## src/rtl/ldm_stm_sequencer.sv

```systemverilog
// rtl/ldm_stm_sequencer.sv - load/store-multiple register-list sequencer
module ldm_stm_sequencer #(
  parameter int ADDR_W     = 32,
  parameter int WORD_BYTES = 4
) (
  input  logic              Clk,
  input  logic              RESET,
  input  logic              start,
  input  logic              is_load,
  input  logic              up,
  input  logic              pre,
  input  logic [15:0]       reg_list,
  input  logic [ADDR_W-1:0] base,
  input  logic              mem_moc,
  output logic [19:0]       RSLCT,
  output logic              rf_load,
  output logic              mem_req,
  output logic              mem_rw,
  output logic [ADDR_W-1:0] mem_addr,
  output logic              busy,
  output logic              done,
  output logic [ADDR_W-1:0] wb_addr
);

  typedef enum logic [1:0] {S_IDLE, S_XFER, S_DONE} state_t;

  localparam logic [ADDR_W-1:0] STEP = ADDR_W'(WORD_BYTES);

  state_t            state, state_nxt;
  logic [15:0]       list_q;
  logic [15:0]       list_clr;
  logic              load_q;
  logic [ADDR_W-1:0] addr_q;
  logic [4:0]        n;
  logic [3:0]        k;
  logic [ADDR_W-1:0] span;
  logic [ADDR_W-1:0] start_addr;
  logic [ADDR_W-1:0] end_addr;

  // Register count and block span; memory always ascends, so decrement modes start below base.
  always_comb begin
    n = '0;
    for (int i = 0; i < 16; i++) n = n + {4'b0, reg_list[i]};
    span = ADDR_W'(n) * STEP;
    if (up) begin
      start_addr = pre ? base + STEP : base;
      end_addr   = base + span;
    end else begin
      start_addr = pre ? base - span : base - span + STEP;
      end_addr   = base - span;
    end
  end

  // Lowest-numbered remaining register and the list with it removed.
  always_comb begin
    k = '0;
    for (int i = 15; i >= 0; i--) begin
      if (list_q[i]) k = 4'(i);
    end
    list_clr = list_q & ~(16'b1 << k);
  end

  // State register.
  always_ff @(posedge Clk or posedge RESET) begin
    if (RESET) state <= S_IDLE;
    else       state <= state_nxt;
  end

  // Next-state and output decode.
  always_comb begin
    state_nxt = state;
    RSLCT     = '0;
    rf_load   = 1'b0;
    mem_req   = 1'b0;
    mem_rw    = 1'b0;
    busy      = 1'b1;
    done      = 1'b0;
    case (state)
      S_IDLE: begin
        busy = 1'b0;
        if (start) state_nxt = (n == 5'd0) ? S_DONE : S_XFER;
      end
      S_XFER: begin
        mem_req = 1'b1;
        mem_rw  = load_q;
        rf_load = load_q & mem_moc;
        RSLCT   = load_q ? (20'(k) << 12) : (20'(k) << 4);
        if (mem_moc && list_clr == 16'h0) state_nxt = S_DONE;
      end
      S_DONE: begin
        done      = 1'b1;
        state_nxt = S_IDLE;
      end
      default: state_nxt = S_IDLE;
    endcase
  end

  assign mem_addr = addr_q;

  // Transfer context: latched on start, advanced once per completed memory word.
  always_ff @(posedge Clk or posedge RESET) begin
    if (RESET) begin
      list_q  <= '0;
      load_q  <= 1'b0;
      addr_q  <= '0;
      wb_addr <= '0;
    end else if (state == S_IDLE && start) begin
      list_q  <= reg_list;
      load_q  <= is_load;
      addr_q  <= start_addr;
      wb_addr <= end_addr;
    end else if (state == S_XFER && mem_moc) begin
      list_q  <= list_clr;
      addr_q  <= addr_q + STEP;
    end
  end

endmodule

```

## config.mk

```make
export PLATFORM = sky130hd
export DESIGN_NAME = ldm_stm_sequencer
export DESIGN_NICKNAME = d
export VERILOG_FILES = /design/src/rtl/ldm_stm_sequencer.sv
export SDC_FILE = /design/constraint.sdc
export NUM_CORES = 1
export LEC_CHECK = 0
export ABC_CLOCK_PERIOD_IN_PS = 2800
export CORE_ASPECT_RATIO = 0.6
export CORE_MARGIN = 2
export CORE_UTILIZATION = 40
export CTS_CLUSTER_DIAMETER = 60
export DETAILED_ROUTE_END_ITERATION = 8
export GPL_TIMING_DRIVEN = 0
export PLACE_DENSITY = 0.78
export SYNTH_ARGS = -nofsm -noshare
export SYNTH_HDL_FRONTEND = slang
export SYNTH_SLANG_ARGS = --single-unit
```

## constraint.sdc

```tcl
create_clock -name Clk -period 2.8 [get_ports Clk]
set_input_delay 0.56 -clock Clk [delete_from_list [all_inputs] [get_ports Clk]]
set_output_delay 0.56 -clock Clk [all_outputs]
set_load 0.01 [all_outputs]
```

After elaboration in Yosys (flattened, before gate mapping)
Cells that the tools add are included.

Add/sub/neg operators: 20. Equality and inequality tests: 4. Shift operators: 1. Muxes and demuxes: 35. Bitwise logic cells: 3. Reductions and logical operators: 8.

Operators by type and width (count): 2-to-1 mux 32 bit (6); adder 32 x 3 -> 32 bit, second input constant (3); 2-to-1 mux 16 bit (4); 2-to-1 mux 4 bit (16); adder 5 x 1 -> 5 bit (11); adder 32 x 7 -> 32 bit (1); subtractor 32 x 7 -> 32 bit (1); bitwise AND 16 bit (1); zero test 16 bit (1); NOT 16 bit (1); << shifter 1 x 4 -> 16 bit, first input constant (1); 2-to-1 mux 2 bit (3); adder 4 x 1 -> 5 bit (1); zero test 5 bit (1); 2-to-1 mux 1 bit (5); adder 3 x 1 -> 4 bit (1); != test 2 bit, second input constant (2); one-hot mux 2 bit (2 select lines) (1); adder 2 x 1 -> 3 bit (1); logical AND 1 bit (3); adder 1 x 1 -> 2 bit (1); == test 2 x 1 -> 1 bit, second input constant (1); == test 2 bit, second input constant (1); zero test 2 bit (1); other kinds (3) (3).

Register bits: 83. Input port bits: 55. Output and inout port bits: 89. Logic and storage cells: 76.

Logic depth before layout (Yosys ltp)
Gate-level depths: netlist of the first run.

Word-level depth: 23. Mapped depth: 26. Depth with buffers taken out: 24.

Worst setup path before layout of the first run
No wires, ideal clock.

Path type: input-to-reg. Start point: in reg_list[0]. End point: reg addr_q[29], in the netlist mem_addr[29]. Library setup time: 0.120 ns. Data arrival time: 5.927 ns. Path slack: -3.247 ns. Stages on the path: 24. Cells stage by stage: inv_1 fa_1 fa_1 fa_1 fa_1 inv_1 ha_1 a21o_1 a21oi_1 xor2_1 inv_1 ha_1 buf_2 nor2b_1 a211o_1 buf_2 a31o_2 nand2_1 o2111a_1 o211ai_2 nor2_2 nand4_1 xor2_1 a31o_1.

Cells in the longest elaborated chain, start to end: 20.

RTL lines: start, declared (line 12) `input logic [15:0] reg_list,`; adder 1 x 1 -> 2 bit * (line 43) `for (int i = 0; i < 16; i++) n = n + {4'b0, reg_list[i]};`; adder 2 x 1 -> 3 bit * (line 43); adder 3 x 1 -> 4 bit * (line 43); adder 4 x 1 -> 5 bit * (line 43); adder 5 x 1 -> 5 bit * (11 in a row) (line 43); subtractor 32 x 7 -> 32 bit * (line 49) `start_addr = pre ? base - span : base - span + STEP;`; adder 32 x 3 -> 32 bit (line 49); 2-to-1 mux 32 bit * (line 49); 2-to-1 mux 32 bit * (line 45) `if (up) begin`; 2-to-1 mux 32 bit * (line 107) `end else if (state == S_IDLE && start) begin`; end signal, assigned (line 110) `addr_q <= start_addr;`; end signal, assigned (line 114) `addr_q <= addr_q + STEP;`; end, declared (line 33) `logic [ADDR_W-1:0] addr_q;`.

Mark *: on every way between the ends. The rest lies on a longest branch, timed or not. A chain may end at the register's enable or synchronous reset.

Final worst setup path of the first run
Start point: in reg_list[5]. End point: reg addr_q[23], in the netlist mem_addr[23].

Cells in the longest elaborated chain, start to end: 16.

RTL lines (line): adder 5 x 1 -> 5 bit * (11 in a row) (43); subtractor 32 x 7 -> 32 bit * (49); adder 32 x 3 -> 32 bit (49); 2-to-1 mux 32 bit * (49); 2-to-1 mux 32 bit * (45); 2-to-1 mux 32 bit * (107).

Marks and branches as above.

==> flow_summary.ini, run 1 <==
[status]
status = complete, but fails checks
failed_checks = max-capacitance violations, max-slew violations, negative setup slack

[sta]
final-setup-viol-count = 63
rsz0062_at_grt = true
slew_viol_final = 6
setup_tns_ps = -167160
skew_ps = 11.9
slew_headroom = -0.0612
post-route-worst-setup-slack_ps = -3320
worstMarginPinSlew_ps = 1580
hold_viol_final = 0
fin_crit_sh = 2.19
period_minus_slack_ps = 6120
max_clock_freq_mhz = 163

[worst_setup_path]
max_stage_delay_ps = 590
path_class = primary input to flop
crit_buf_inv = 9
cp_top_family = adder cells
arrival_ps = 6330
start_kind = primary input
slowest_stage = fa_1
cp.required_ps = 3010
critPathMaxFanout = 8
endpoint_kind = flop
cp_common_cell = fa_2

[layout]
design_area_um2 = 12300
drive_gt1_frac = 0.321
diodes = 0
final_cells = 1571
layout.nets = 1406
syn_to_final_growth_pct = 58.6

[global_route]
grt_use_total = 0.335
grt_use_met2 = 0.466
grt_max_degree = 56
met3_usage = 0.124
antenna_found_initial = 0
grt_pass1_vias = 9224
overflow = 0
use_met1 = 0.479
grt_pass1_wl_um = 53100
grt_busiest_layer = met1

[die]
die_y_um = 112
start_util = 0.408
coreArea_um2 = 19000
row_count = 39
fp.dieArea_um2 = 20600
die_w_um = 184
io_pins = 144

[logic_synthesis]
syn_area_per_cell_um2 = 7.61
synth-seq-area-share = 0.267
netlist_instances = 1021
yosysTopAreaCellShare = 0.267
synth_area_leaders = dfrtp_1, nand2_1, xnor2_1
yosysWarnings = 0
ys_seq_elements = 83
synth_enable_flop_cells = 0
synth.distinct_cells = 80
ys.flop_type = dfrtp_1
yosysTopAreaCell = dfrtp_1
synthArstFlopShare = 1.00
syn-cell-area_um2 = 7770

[routing]
drt-pass1-iter-count = 6
wl_um = 35400
vias_per_cell = 6.21
post_drt_wl_per_cell_um = 22.5
first_iter_violations = 1499
final_antenna_net_count = 0
vias = 9756
drc = 0

[clock_tree]
ctsHtreeMaxLevel = 3
tritoncts = yes
clock_path_buffers = 2
cts_buffers = 9
cts_root_buffer = clkbuf_16
path_clk_slew_ps = 80
cts_sinks = 83
worstSkewPairLatency_ps = 350
cts_hold_buf = 0

[power_and_ir_drop]
pwr-share-seq = 0.186
pwr-share-comb = 0.719
total_leakage_power_nw = 4.98
finalPower_mw = 13.6
net-switching-power_mw = 6.42
p_sw_frac = 0.474
ir_drop_mv = 1.05
intPower_mw = 7.14
power_frac_clock = 0.095
power_density_nw_per_um2 = 1100

[placed_design]
hpwl_um = 23200
io_buffers = 116
dp.cells = 1395
gp_congestion = 1.06
place_area_um2 = 9640

[min_path]
hold_class = primary input to flop

[flow_run]
cap_violations = 1
## flip-flops by register name, summed over array words and instances, names as in the netlist
| name | cells |
|---|---|
| list_q | 16 |
| load_q | 1 |
| state | 2 |
| wb_addr | 32 |
| mem_addr | 32 |
## routing by layer
layer	routed length (µm)	vias to the layer above	part of all wire
met5	0	-	0
met4	1490	0	0.042
met3	5280	166	0.15
met2	14300	823	0.40
met1	14300	4589	0.40
li1	-	4178	-
## repair_timing
| action | in CTS | in global routing |
|---|---|---|
| pin swaps | 96 | 69 |
| gates resized for setup | 231 | 106 |
| setup endpoints to repair | 76 | 71 |
| setup buffers | 156 | 42 |
## worst paths after layout
kind / from / end / slack [ps] / depth (start not counted)
hold reg to reg: wb_addr[23] / wb_addr[23] / 490 / 2
min in group asynchronous: RESET / mem_addr[31] / 570 / 2
setup reg to reg: mem_addr[9] / mem_addr[29] / -180 / 7
hold / removal: reg_list[9] / list_q[9] / 470 / 2
max in group asynchronous: RESET / list_q[8] / 1590 / 3
setup / recovery: reg_list[5] / mem_addr[23] / -3320 / 27
## cells in the mapped netlist (12+ instances only)
| cell | instances |
|---|---|
| clkbuf_1 | 39 |
| nand3_1 | 43 |
| dfrtp_1 | 83 |
| o21ai_0 | 84 |
| nand2_1 | 144 |
| nor3_1 | 40 |
| a21oi_1 | 38 |
| mux2i_1 | 12 |
| xor2_1 | 48 |
| inv_1 | 54 |
| xnor2_1 | 56 |
| o21ai_1 | 13 |
| buf_4 | 14 |
| fa_1 | 12 |
| nor4_1 | 20 |
| ha_1 | 19 |
| nor2_1 | 86 |
| nand4_1 | 25 |
## per-stage QoR
stage                util  setup WS, ps  hold WS (ps)
floorplan               -         -2980           498
global route        0.648         -3470           457
detailed placement  0.507         -4540           471
CTS                 0.623         -3230           434
finish              0.648         -3320           469
global placement    0.505         -4470           467
## layout make-up
| cell class | count | area [µm²] |
|---|---|---|
| repair buffers | 279 | 2590 |
| well taps | 246 | 308 |
| clock inverters | 7 | 81.3 |
| multi-input cells | 821 | 6410 |
| plain buffers | 72 | 389 |
| inverters | 54 | 226 |
| flip-flops and latches | 83 | 2090 |
| fillers | 1461 | 6710 |
| clock buffers | 9 | 225 |
## logic make-up (layout without fill, tap and decap cells)
kind of cell / after synthesis / in the layout / share of synthesized area
other cells: 1 / 12 / 0.000483
fa+ha+maj: 32 / 32 / 0.0628
simple gates: 426 / 426 / 0.267
xor+xnor: 105 / 105 / 0.119
compound gates: 233 / 233 / 0.193
flops: 83 / 83 / 0.267
buf+inv: 128 / 421 / 0.0720
mux: 13 / 13 / 0.0184
## power by group through the flow
stage / registers [mW] / clock network [mW] / logic, mW
final: 2.52 / 1.29 / 9.74
after global routing: 2.57 / 1.33 / 10.3
after CTS: 2.42 / 1.28 / 8.36
after detailed placement: 2.39 / 0 / 6.56
after global placement: 2.39 / 0 / 6.42
after floorplan: 2.40 / 0 / 4.06
## placed cells by master (no fill, tap or decap), types with 8 or more instances in the layout
cell type	synthesis	final
a21oi_1	38	26
nor2_1	86	68
a21oi_2	0	8
nor2_4	0	11
inv_2	0	10
buf_4	14	127
xor2_1	48	40
clkdlybuf4s50_1	0	101
and3_1	11	10
conb_1	1	12
o21ai_2	1	10
nor2_2	2	9
a22o_1	8	8
buf_1	10	10
nand2_2	1	8
nor3_4	0	11
nand3_1	43	33
nand2_1	144	135
buf_6	2	54
xnor2_1	56	46
xor2_2	0	8
buf_2	9	12
nor4_1	20	12
nor3_1	40	29
mux2i_1	12	12
clkbuf_16	0	9
dfrtp_1	83	76
clkbuf_1	39	35
inv_1	54	37
nand4_1	25	25
o21ai_0	84	29
o21ai_1	13	54
ha_1	19	9
(Power assumes the default switching activity.)
==> inputs of run 2 (changes only) <==
CORE_MARGIN = 5   (was 2)
==> flow_summary.ini, run 2 (synthesis results as in run 1) <==
[status]
status = complete, but fails checks
failed_checks = negative setup slack

[global_route]
overflow = 0
grt_pass1_vias = 8938
grt_use_total = 0.289
grt_max_degree = 60
grt_pass1_wl_um = 51600
antenna_found_initial = 0

[die]
row_count = 39
fp.dieArea_um2 = 22400
io_pins = 144
start_util = 0.407
coreArea_um2 = 19100
die_w_um = 190
die_y_um = 118

[min_path]
min_delay_path_depth = 2
hold_class = primary input to flop

[sta]
slew_headroom = 0.0821
max_clock_freq_mhz = 163
worstMarginPinSlew_ps = 1360
hold_viol_final = 0
setup_tns_ps = -168200
period_minus_slack_ps = 6140
skew_ps = 14.6
hold_ws_ps = 456
rsz0062_at_grt = true
post-route-worst-setup-slack_ps = -3340
fin_crit_sh = 2.19
slew_viol_final = 0
final-setup-viol-count = 62

[power_and_ir_drop]
intPower_mw = 7.07
power_density_nw_per_um2 = 1130
ir_drop_mv = 1.02
p_sw_frac = 0.471
pwr-share-comb = 0.707
net-switching-power_mw = 6.29
total_leakage_power_nw = 4.66
pwr-share-seq = 0.189
power_frac_clock = 0.105

[routing]
final_antenna_net_count = 0
wl_um = 34000
drt-pass1-iter-count = 6
first_iter_violations = 1346
vias_per_cell = 6.12
drc = 0
post_drt_wl_per_cell_um = 22.2
vias = 9357

[placed_design]
gp_congestion = 0.994
dp_slack_ps = -4390
hpwl_um = 23500
dp.cells = 1415
io_buffers = 116

[clock_tree]
cts_buffers = 9
cts_sinks = 83
tritoncts = yes
worstSkewPairLatency_ps = 350
clock_path_buffers = 2
cts_root_buffer = clkbuf_16
path_clk_slew_ps = 70
cts_hold_buf = 0
ctsHtreeMaxLevel = 3

[layout]
mostFrequentLayoutCells = nand2_1, clkdlybuf4s50_1, buf_4
layout_commonest_cell = nand2_1
syn_to_final_growth_pct = 52.4
register_area_um2 = 2080
layout.nets = 1345
fillers = 1552
diodes = 0
drive_gt1_frac = 0.286
multi_input_comb_area_um2 = 6410
final_cells = 1530

[worst_setup_path]
critPathMaxFanout = 7
arrival_ps = 6350
endpoint_kind = flop
reg2reg_depth = 9
path_class = primary input to flop
cp.required_ps = 3010
start_kind = primary input

[flow_run]
cap_violations = 0
[run 2: layer usage]
metal	vias up	global-route usage	routed length, µm
li1	4038	-	-
met2	704	0.412	14200
met3	125	0.0931	4220
met4	0	0.0768	1140
met5	-	0	0
met1	4490	0.418	14500
[run 2: area by class of cell]
type / instances / share of cell area
Multi-Input combinational cell: 821 / 0.541
Clock buffer: 9 / 0.0190
Clock inverter: 7 / 0.00887
Inverter: 54 / 0.0186
Tap cell: 266 / 0.0281
Timing Repair Buffer: 219 / 0.176
Sequential cell: 83 / 0.176
Buffer: 71 / 0.0319
[run 2: per-stage QoR]
step           power (mW)   util  area, µm²
6_report             13.4  0.621      11800
5_1_grt              14.0  0.621      11800
3_3_place_gp         8.80  0.505       9630
4_1_cts              11.9  0.584      11200
2_1_floorplan        6.47      -       8140
3_5_place_dp         8.94  0.507       9660
[run 2: worst paths after layout]
check                           slack, ps           end   startpoint
worst max-delay path                -3340  mem_addr[23]  reg_list[5]
worst min-delay path                  460     list_q[7]  reg_list[7]
worst max register to register       -140  mem_addr[29]  mem_addr[9]
worst min register to register        490   wb_addr[19]  wb_addr[19]
max in group asynchronous            1620     list_q[7]        RESET
min in group asynchronous             550  mem_addr[31]        RESET
[run 2: worst max-delay path, stage by stage]
cell,delay [ps]
buf_12,80
inv_8,30
fa_1,510
fa_2,590
fa_2,460
fa_2,550
inv_2,50
ha_4,160
a21o_1,180
a21oi_2,180
xor2_2,260
inv_1,120
ha_4,300
buf_6,100
nor2b_4,40
o21ai_4,240
nand4_1,320
xnor2_2,370
o2111a_2,360
o211ai_4,190
mux2i_1,240
o21ai_1,90
xnor2_1,260
o21ai_1,90
[run 2: power groups by stage]
stage               logic (mW)  clock network [mW]  registers (mW)
global route              10.0                1.43            2.57
floorplan                 4.06                   0            2.40
detailed placement        6.54                   0            2.39
global placement          6.42                   0            2.38
CTS                       8.08                1.39            2.41
finish                    9.45                1.40            2.52
[run 2: timing repair]
item	4_1_cts	5_1_grt
setup endpoints to repair	73	73
pin swaps	79	97
setup buffers	93	42
resized for setup	181	139
==> inputs of run 3 (changes only) <==
CORE_MARGIN = 2   (was 5)
==> results of run 3 <==
Same layout as run 1: the final DEF is identical, and so are final timing and power.
